--- config.mk ---
export PLATFORM = sky130hd
export DESIGN_NAME = mem_port_arbiter
export DESIGN_NICKNAME = d
export VERILOG_FILES = /design/src/rtl/mem_port_arbiter.sv
export SDC_FILE = /design/constraint.sdc
export NUM_CORES = 1
export LEC_CHECK = 0
export CORE_AREA = 2 2 93 95
export CTS_CLUSTER_SIZE = 16
export DETAILED_ROUTE_END_ITERATION = 12
export DIE_AREA = 0 0 95 97
export HOLD_SLACK_MARGIN = 0.15
export PLACE_DENSITY_LB_ADDON = 0.1
export SETUP_SLACK_MARGIN = 0.02
export SLEW_MARGIN = 20
export SYNTH_ARGS = -nofsm -noshare
export SYNTH_HDL_FRONTEND = slang
export SYNTH_SLANG_ARGS = --single-unit
--- constraint.sdc ---
create_clock -name clk -period 1.4 [get_ports clk]
set_input_delay 0.21 -clock clk [delete_from_list [all_inputs] [get_ports clk]]
set_output_delay 0.21 -clock clk [all_outputs]
set_load 0.01 [all_outputs]
--- src/rtl/mem_port_arbiter.sv ---
// Arbitrates one 1RW single-cycle-latency SRAM between the core port and the UART Wishbone bridge.
// Optional MEM_ARB_PERF_EN adds saturating stall-cycle and UART-transfer counters.
module mem_port_arbiter #(
  parameter int DATA_WIDTH     = 32,
  parameter int ADDR_WIDTH     = 9,
  parameter int UART_MAX_BURST = 4
) (
  input  logic                    clk,
  input  logic                    rst_n,
  input  logic                    core_req_i,
  input  logic                    core_we_i,
  input  logic [ADDR_WIDTH-1:0]   core_adr_i,
  input  logic [DATA_WIDTH-1:0]   core_dat_i,
  input  logic [DATA_WIDTH/8-1:0] core_wmask_i,
  output logic                    core_stall_o,
  output logic                    core_rvalid_o,
  output logic [DATA_WIDTH-1:0]   core_dat_o,
  input  logic                    uart_cyc_i,
  input  logic                    uart_stb_i,
  input  logic                    uart_we_i,
  input  logic [ADDR_WIDTH-1:0]   uart_adr_i,
  input  logic [DATA_WIDTH-1:0]   uart_dat_i,
  output logic                    uart_ack_o,
  output logic [DATA_WIDTH-1:0]   uart_dat_o,
  output logic                    sram_csb_o,
  output logic                    sram_web_o,
  output logic [DATA_WIDTH/8-1:0] sram_wmask_o,
  output logic [ADDR_WIDTH-1:0]   sram_addr_o,
  output logic [DATA_WIDTH-1:0]   sram_din_o,
  input  logic [DATA_WIDTH-1:0]   sram_dout_i
`ifdef MEM_ARB_PERF_EN
  ,
  output logic [31:0]             perf_stall_cnt_o,
  output logic [31:0]             perf_uart_xfer_cnt_o
`endif
);

  localparam int BW = $clog2(UART_MAX_BURST + 1);
  localparam logic [BW-1:0] MAX_B = BW'(UART_MAX_BURST);

  typedef enum logic [1:0] {IDLE, CORE_RD, UART_ACK} state_e;

  state_e          state_q, state_d;
  logic [BW-1:0]   burst_q, burst_d;
  logic            uart_rd_q, uart_rd_d;

  logic in_idle, uart_req, gnt_uart, gnt_core;

  assign in_idle  = (state_q == IDLE);
  assign uart_req = uart_cyc_i & uart_stb_i;
  assign gnt_uart = in_idle & uart_req & (~core_req_i | (burst_q < MAX_B));
  assign gnt_core = in_idle & core_req_i & ~gnt_uart;

  always_comb begin
    state_d   = IDLE;
    burst_d   = burst_q;
    uart_rd_d = uart_rd_q;
    if (in_idle) begin
      if (gnt_uart) begin
        state_d   = UART_ACK;
        uart_rd_d = ~uart_we_i;
      end else if (gnt_core && !core_we_i) begin
        state_d = CORE_RD;
      end
      // Only UART wins that happen while the core waits count toward the burst limit.
      if (gnt_core || !core_req_i)
        burst_d = '0;
      else if (gnt_uart && burst_q != MAX_B)
        burst_d = burst_q + BW'(1);
    end
  end

  always_ff @(posedge clk or negedge rst_n) begin
    if (!rst_n) begin
      state_q   <= IDLE;
      burst_q   <= '0;
      uart_rd_q <= 1'b0;
    end else begin
      state_q   <= state_d;
      burst_q   <= burst_d;
      uart_rd_q <= uart_rd_d;
    end
  end

  // Outputs are gated by rst_n so the SRAM and both masters see a quiet bus during reset.
  always_comb begin
    sram_csb_o   = ~rst_n | ~(gnt_uart | gnt_core);
    sram_web_o   = 1'b1;
    if (rst_n && gnt_uart)
      sram_web_o = ~uart_we_i;
    else if (rst_n && gnt_core)
      sram_web_o = ~core_we_i;
    sram_wmask_o = gnt_uart ? '1 : core_wmask_i;
    sram_addr_o  = gnt_uart ? uart_adr_i : core_adr_i;
    sram_din_o   = gnt_uart ? uart_dat_i : core_dat_i;
  end

  assign core_rvalid_o = rst_n & (state_q == CORE_RD);
  assign core_dat_o    = core_rvalid_o ? sram_dout_i : '0;
  assign uart_ack_o    = rst_n & (state_q == UART_ACK);
  assign uart_dat_o    = (uart_ack_o & uart_rd_q) ? sram_dout_i : '0;
  assign core_stall_o  = rst_n & core_req_i &
                         ((state_q == UART_ACK) | (in_idle & ~(gnt_core & core_we_i)));

`ifdef MEM_ARB_PERF_EN
  always_ff @(posedge clk or negedge rst_n) begin
    if (!rst_n) begin
      perf_stall_cnt_o     <= '0;
      perf_uart_xfer_cnt_o <= '0;
    end else begin
      if (core_stall_o && perf_stall_cnt_o != '1)
        perf_stall_cnt_o <= perf_stall_cnt_o + 32'd1;
      if (uart_ack_o && perf_uart_xfer_cnt_o != '1)
        perf_uart_xfer_cnt_o <= perf_uart_xfer_cnt_o + 32'd1;
    end
  end
`endif

endmodule
**Word-level counts from Yosys, hierarchy flattened**

Cells that the tools add are included.

- Bits in registers: 6
- Output and inout bits: 114
- Logic and storage cells: 54

- $add $sub $neg: 1
- Order comparisons: 1
- Eq/ne operators: 3
- Multiplexer cells: 12
- Bitwise logic cells: 23
- Reductions and logical operators: 11

Operator list:

| cell | count |
|---|---|
| $mux 32 | 3 |
| $and 1x1->1 | 12 |
| $mux 9 | 1 |
| $not 1->1 | 7 |
| $mux 3 | 2 |
| $logic_and 1x1->1 | 4 |
| $mux 2 | 2 |
| $mux 4 | 1 |
| $or 1x1->1 | 4 |
| $reduce_and 2->1 | 2 |
| $add 3x1->3 const B | 1 |
| $lt 3x3->1 const B | 1 |
| $mux 1 | 3 |
| $ne 3x3->1 const B | 1 |
| $eq 2x1->1 const B | 1 |
| $eq 2x2->1 const B | 1 |
| $logic_not 1->1 | 2 |
| $logic_not 2->1 | 1 |
| $reduce_bool 2->1 | 1 |
| $logic_or 1x1->1 | 1 |

**Depth between registers and ports, before layout**

- Depth in word-level cells: 10
- Mapped depth: 5
- Depth with buffers taken out: 3

**Worst setup path after synthesis**

OpenSTA, ideal clock, no wires.

- Path type: register to output
- Start point: register state_q[0]
- End point: output port sram_din_o[18]
- Data arrival time: 1.286 ns
- Slack: -0.096 ns
- Cell stages (with the launch flop): 6
- Cells stage by stage: dfrtp_1 > nor2_2 > nand4_1 > buf_6 > buf_6 > mux2_4

- Longest elaborated chain between the ends: 4

Ends and longest elaborated chain:

| what | RTL line | RTL |
|---|---|---|
| start, declared | 43 | `state_e state_q, state_d;` |
| start signal, assigned | 79 | `state_q <= state_d;` |
| $logic_not 2->1 | 49 | `assign in_idle = (state_q == IDLE);` |
| $and 1x1->1 (2 in a row) | 51 | `assign gnt_uart = in_idle & uart_req & (~core_req_i \| (burst_q < MAX_B));` |
| $mux 32 | 95 | `sram_din_o = gnt_uart ? uart_dat_i : core_dat_i;` |
| end, declared | 29 | `output logic [DATA_WIDTH-1:0] sram_din_o,` |

Every way passes these cells.

**Worst setup path after layout**

- Start point: register state_q[0]
- End point: output port core_dat_o[29]

- Longest elaborated chain between the ends: 3

Ends and longest elaborated chain:

| what | RTL line | RTL |
|---|---|---|
| $eq 2x1->1 | 98 | `assign core_rvalid_o = rst_n & (state_q == CORE_RD);` |
| $and 1x1->1 | 98 |  |
| $mux 32 | 99 | `assign core_dat_o = core_rvalid_o ? sram_dout_i : '0;` |
| end, declared | 17 | `output logic [DATA_WIDTH-1:0] core_dat_o,` |

Every way passes these cells.

==> reports/metrics.yaml <==
outcome:
  outcome: "complete, but fails checks"
  violations: "negative setup slack"
place:
  port_buffers: 238
  dpl-instance-area_mm2: 0.00398
  place.detailed.hpwl_um: 6290
  place.gp.congestion: 0.736
timing:
  grt_setup_unrepaired: "true"
  final.setup_skew_ns: 0.000545
  period_share_pct: 135
  final_hold_viol_count: 0
  setup_viol: 117
  timing.final.max_slew_violations: 0
  slew_headroom_pct: 86.8
  tightest_slew_ns: 0.198
  setup_ws_ns: -0.496
  finalCriticalPeriod_ns: 1.90
  whs_ns: 0.167
  max_freq_ghz: 0.527
route:
  drt_antenna_net_count: 0
  1st_pass_router_iterations: 4
  detailedRoute.firstIterationViolations: 20
  wirelength_um: 8330
  route.vias.total: 2272
  vias_per_cell: 4.22
  remaining_drc_errors: 0
  route.detailed.wl_per_inst_um: 15.5
cts:
  ctsHtreeMaxLevel: 1
  clock_tree.root_cell: "clkbuf_8"
  cts.reportedPaths.clkPinSlew_ns: 0.04
  cts_tree: "yes"
  clock_tree.buffer_depth: 2
  clock_insertion_delay_worst_skew_ns: 0.22
  tritoncts_sinks: 6
  cts-buffers-inserted: 3
synth:
  synth-edff-count: 0
  syn-instance-count: 158
  synth_area_leaders: "mux2_2 (24%), and2_1 (15%), and3_1 (15%), mux2_4 (14%), dfrtp_1 (11%)"
  synth-seq-area-share_pct: 11.1
  synth-seq-cells: 6
  synth_common_cells: "and2_1 (33), and3_1 (33), mux2_2 (29), mux2_4 (13), clkbuf_1 (9)"
  post_synth_num_cell_types: 26
  syn-num-nets: 285
  netlist_area_mm2: 0.00136
  yosys_warnings: 0
  synthDominantCellAreaShare_pct: 24.1
  synth_largest_area_cell: "mux2_2"
  synth.avg_cell_area_um2: 8.58
  synthFlopType: "dfrtp_1"
  asyncSetResetFlopFracSynth_pct: 100
worst_setup_path:
  worst-endpoint-arrival_ns: 1.69
  rrSetupSlack_ns: -0.07
  crit_start: "state_q[0]"
  crit-reg2reg-capture: "burst_q[0]"
  worst_r2r_path_depth: 6
  r2r-start: "state_q[0]"
  critical_path_start_end_classification: "reg -> out"
  worstSetupEndpointType: "primary output"
  timing.critical_path.required_ns: 1.19
  cp-start-kind: "flop"
  path_max_fanout: 8
floorplan:
  floorplan.die.width_um: 95
  start_util_pct: 16.7
  rows: 33
  core_area_mm2: 0.00813
  io_pins: 239
  die-area_mm2: 0.00922
  die_height_um: 97
cells_and_area:
  nets: 562
  n_fill_cell: 777
  post_route_cells_drive_above_1_share_pct: 52.4
  summed_area_of_non_filler_cells_in_the_final_layout_mm2: 0.00441
  areaGrowthSynthToFinish_pct: 225
  antenna-diode-count: 0
global_route:
  grt-ovfl-total: 0
  grt.total_usage_pct: 16.3
  grt_pass1_vias: 2346
  grt_max_degree: 34
  number_of_antenna_violations_at_the_first_check_in_global_routing: 0
  grt_pass1_wl_um: 11900
power_and_ir_drop:
  total_leakage_power_uw: 0.00225
  power_density_mw_per_mm2: 398
  report.power.total_uw: 1760
  ir_worst_vdd_uv: 231
hold_path:
  worst_hold_path_type: "in -> async"
run:
  drv_cap: 0
-- report_power, final --
part / total (uW) / leakage [uW] / internal, uW / switching [uW]
logic: 1300 / 0.00215 / 872 / 432
clock network: 257 / 0.0000216 / 185 / 72.4
registers: 196 / 0.0000796 / 186 / 9.25
total: 1760 / 0.00225 / 1240 / 514
-- worst max-delay path, cell delays in order (launching register included) --
cell     delay (ns)
dfrtp_1        0.38
buf_4          0.15
buf_4          0.13
nor3b_4        0.15
buf_6          0.12
buf_12         0.13
buf_4          0.13
and2_1         0.14
buf_2          0.14
-- how the worst max path moves through the flow --
stage	to	slack, ns	depth (start not counted)
final	core_dat_o[29]	-0.50	8
after floorplan	sram_din_o[18]	-0.08	5
after detailed placement	uart_dat_o[5]	-0.86	6
after global routing	sram_addr_o[3]	-0.57	7
after CTS	sram_din_o[8]	-0.51	7
after global placement	sram_addr_o[5]	-0.82	6
-- routing by layer --
metal	routed length, um	GRT usage (%)
met5	0	0
met4	48	2.56
met3	984	5.30
met2	4650	33.6
met1	2650	15.3
-- state kept, by name, summed over array words and instances (netlist names) --
register	cells
uart_rd_q	1
state_q	2
burst_q	3
-- cell type report --
type / count / area [um^2] / share of cell area, %
multi-input combinational: 132 / 1210 / 27.4
sequential: 6 / 150 / 3.41
inverter: 6 / 22.5 / 0.511
timing repair buffer: 286 / 2860 / 64.8
tap: 105 / 131 / 2.98
clock buffer: 3 / 41.3 / 0.936
-- per-stage QoR --
stage               util (%)  TNS (ns)  setup slack [ns]  std cells
finish                  54.2    -46.44            -0.496        538
global route            54.2    -53.53            -0.573        538
CTS                     50.5    -42.19            -0.509        529
detailed placement      49.0    -90.77            -0.858        506
global placement        49.0    -89.26            -0.820        506
floorplan                  -    -0.948           -0.0756        158
-- repair_timing --
| item | in CTS | in global routing |
|---|---|---|
| gates resized for setup | 525 | 48 |
| hold buffers | 1 | 0 |
| hold endpoints to repair | 6 | 0 |
| setup endpoints to repair | 119 | 119 |
| cloned | 6 | 2 |
| pin swaps | 7 | 8 |
| buffers inserted | 13 | 9 |
-- cell families (layout without fill, tap and decap cells) --
kind of cell / count (synthesis) / in the layout / synth area share (%)
multiplexers: 43 / 43 / 39.2
buffers and inverters: 20 / 295 / 7.39
AND/OR/NAND/NOR: 83 / 83 / 38.1
flip-flops: 6 / 6 / 11.1
AO/OA/AOI/OAI: 4 / 4 / 2.31
adder cells (fa/ha/maj): 2 / 2 / 1.85
-- placed cells by master, fill, tap and decap left out, types with 3 or more instances in the layout --
| master | synthesis | layout |
|---|---|---|
| buf_16 | 0 | 6 |
| clkbuf_8 | 0 | 3 |
| buf_6 | 3 | 69 |
| dfrtp_1 | 6 | 6 |
| mux2_4 | 13 | 16 |
| buf_4 | 0 | 19 |
| clkdlybuf4s50_1 | 0 | 122 |
| and2_1 | 33 | 27 |
| and2_4 | 0 | 6 |
| mux2_2 | 29 | 26 |
| and3_1 | 33 | 24 |
| buf_2 | 2 | 55 |
| buf_12 | 0 | 8 |
| nand2b_1 | 4 | 4 |
| and3_4 | 0 | 9 |
| inv_1 | 6 | 6 |
No activity file was read; power rests on OpenSTA's default activity.
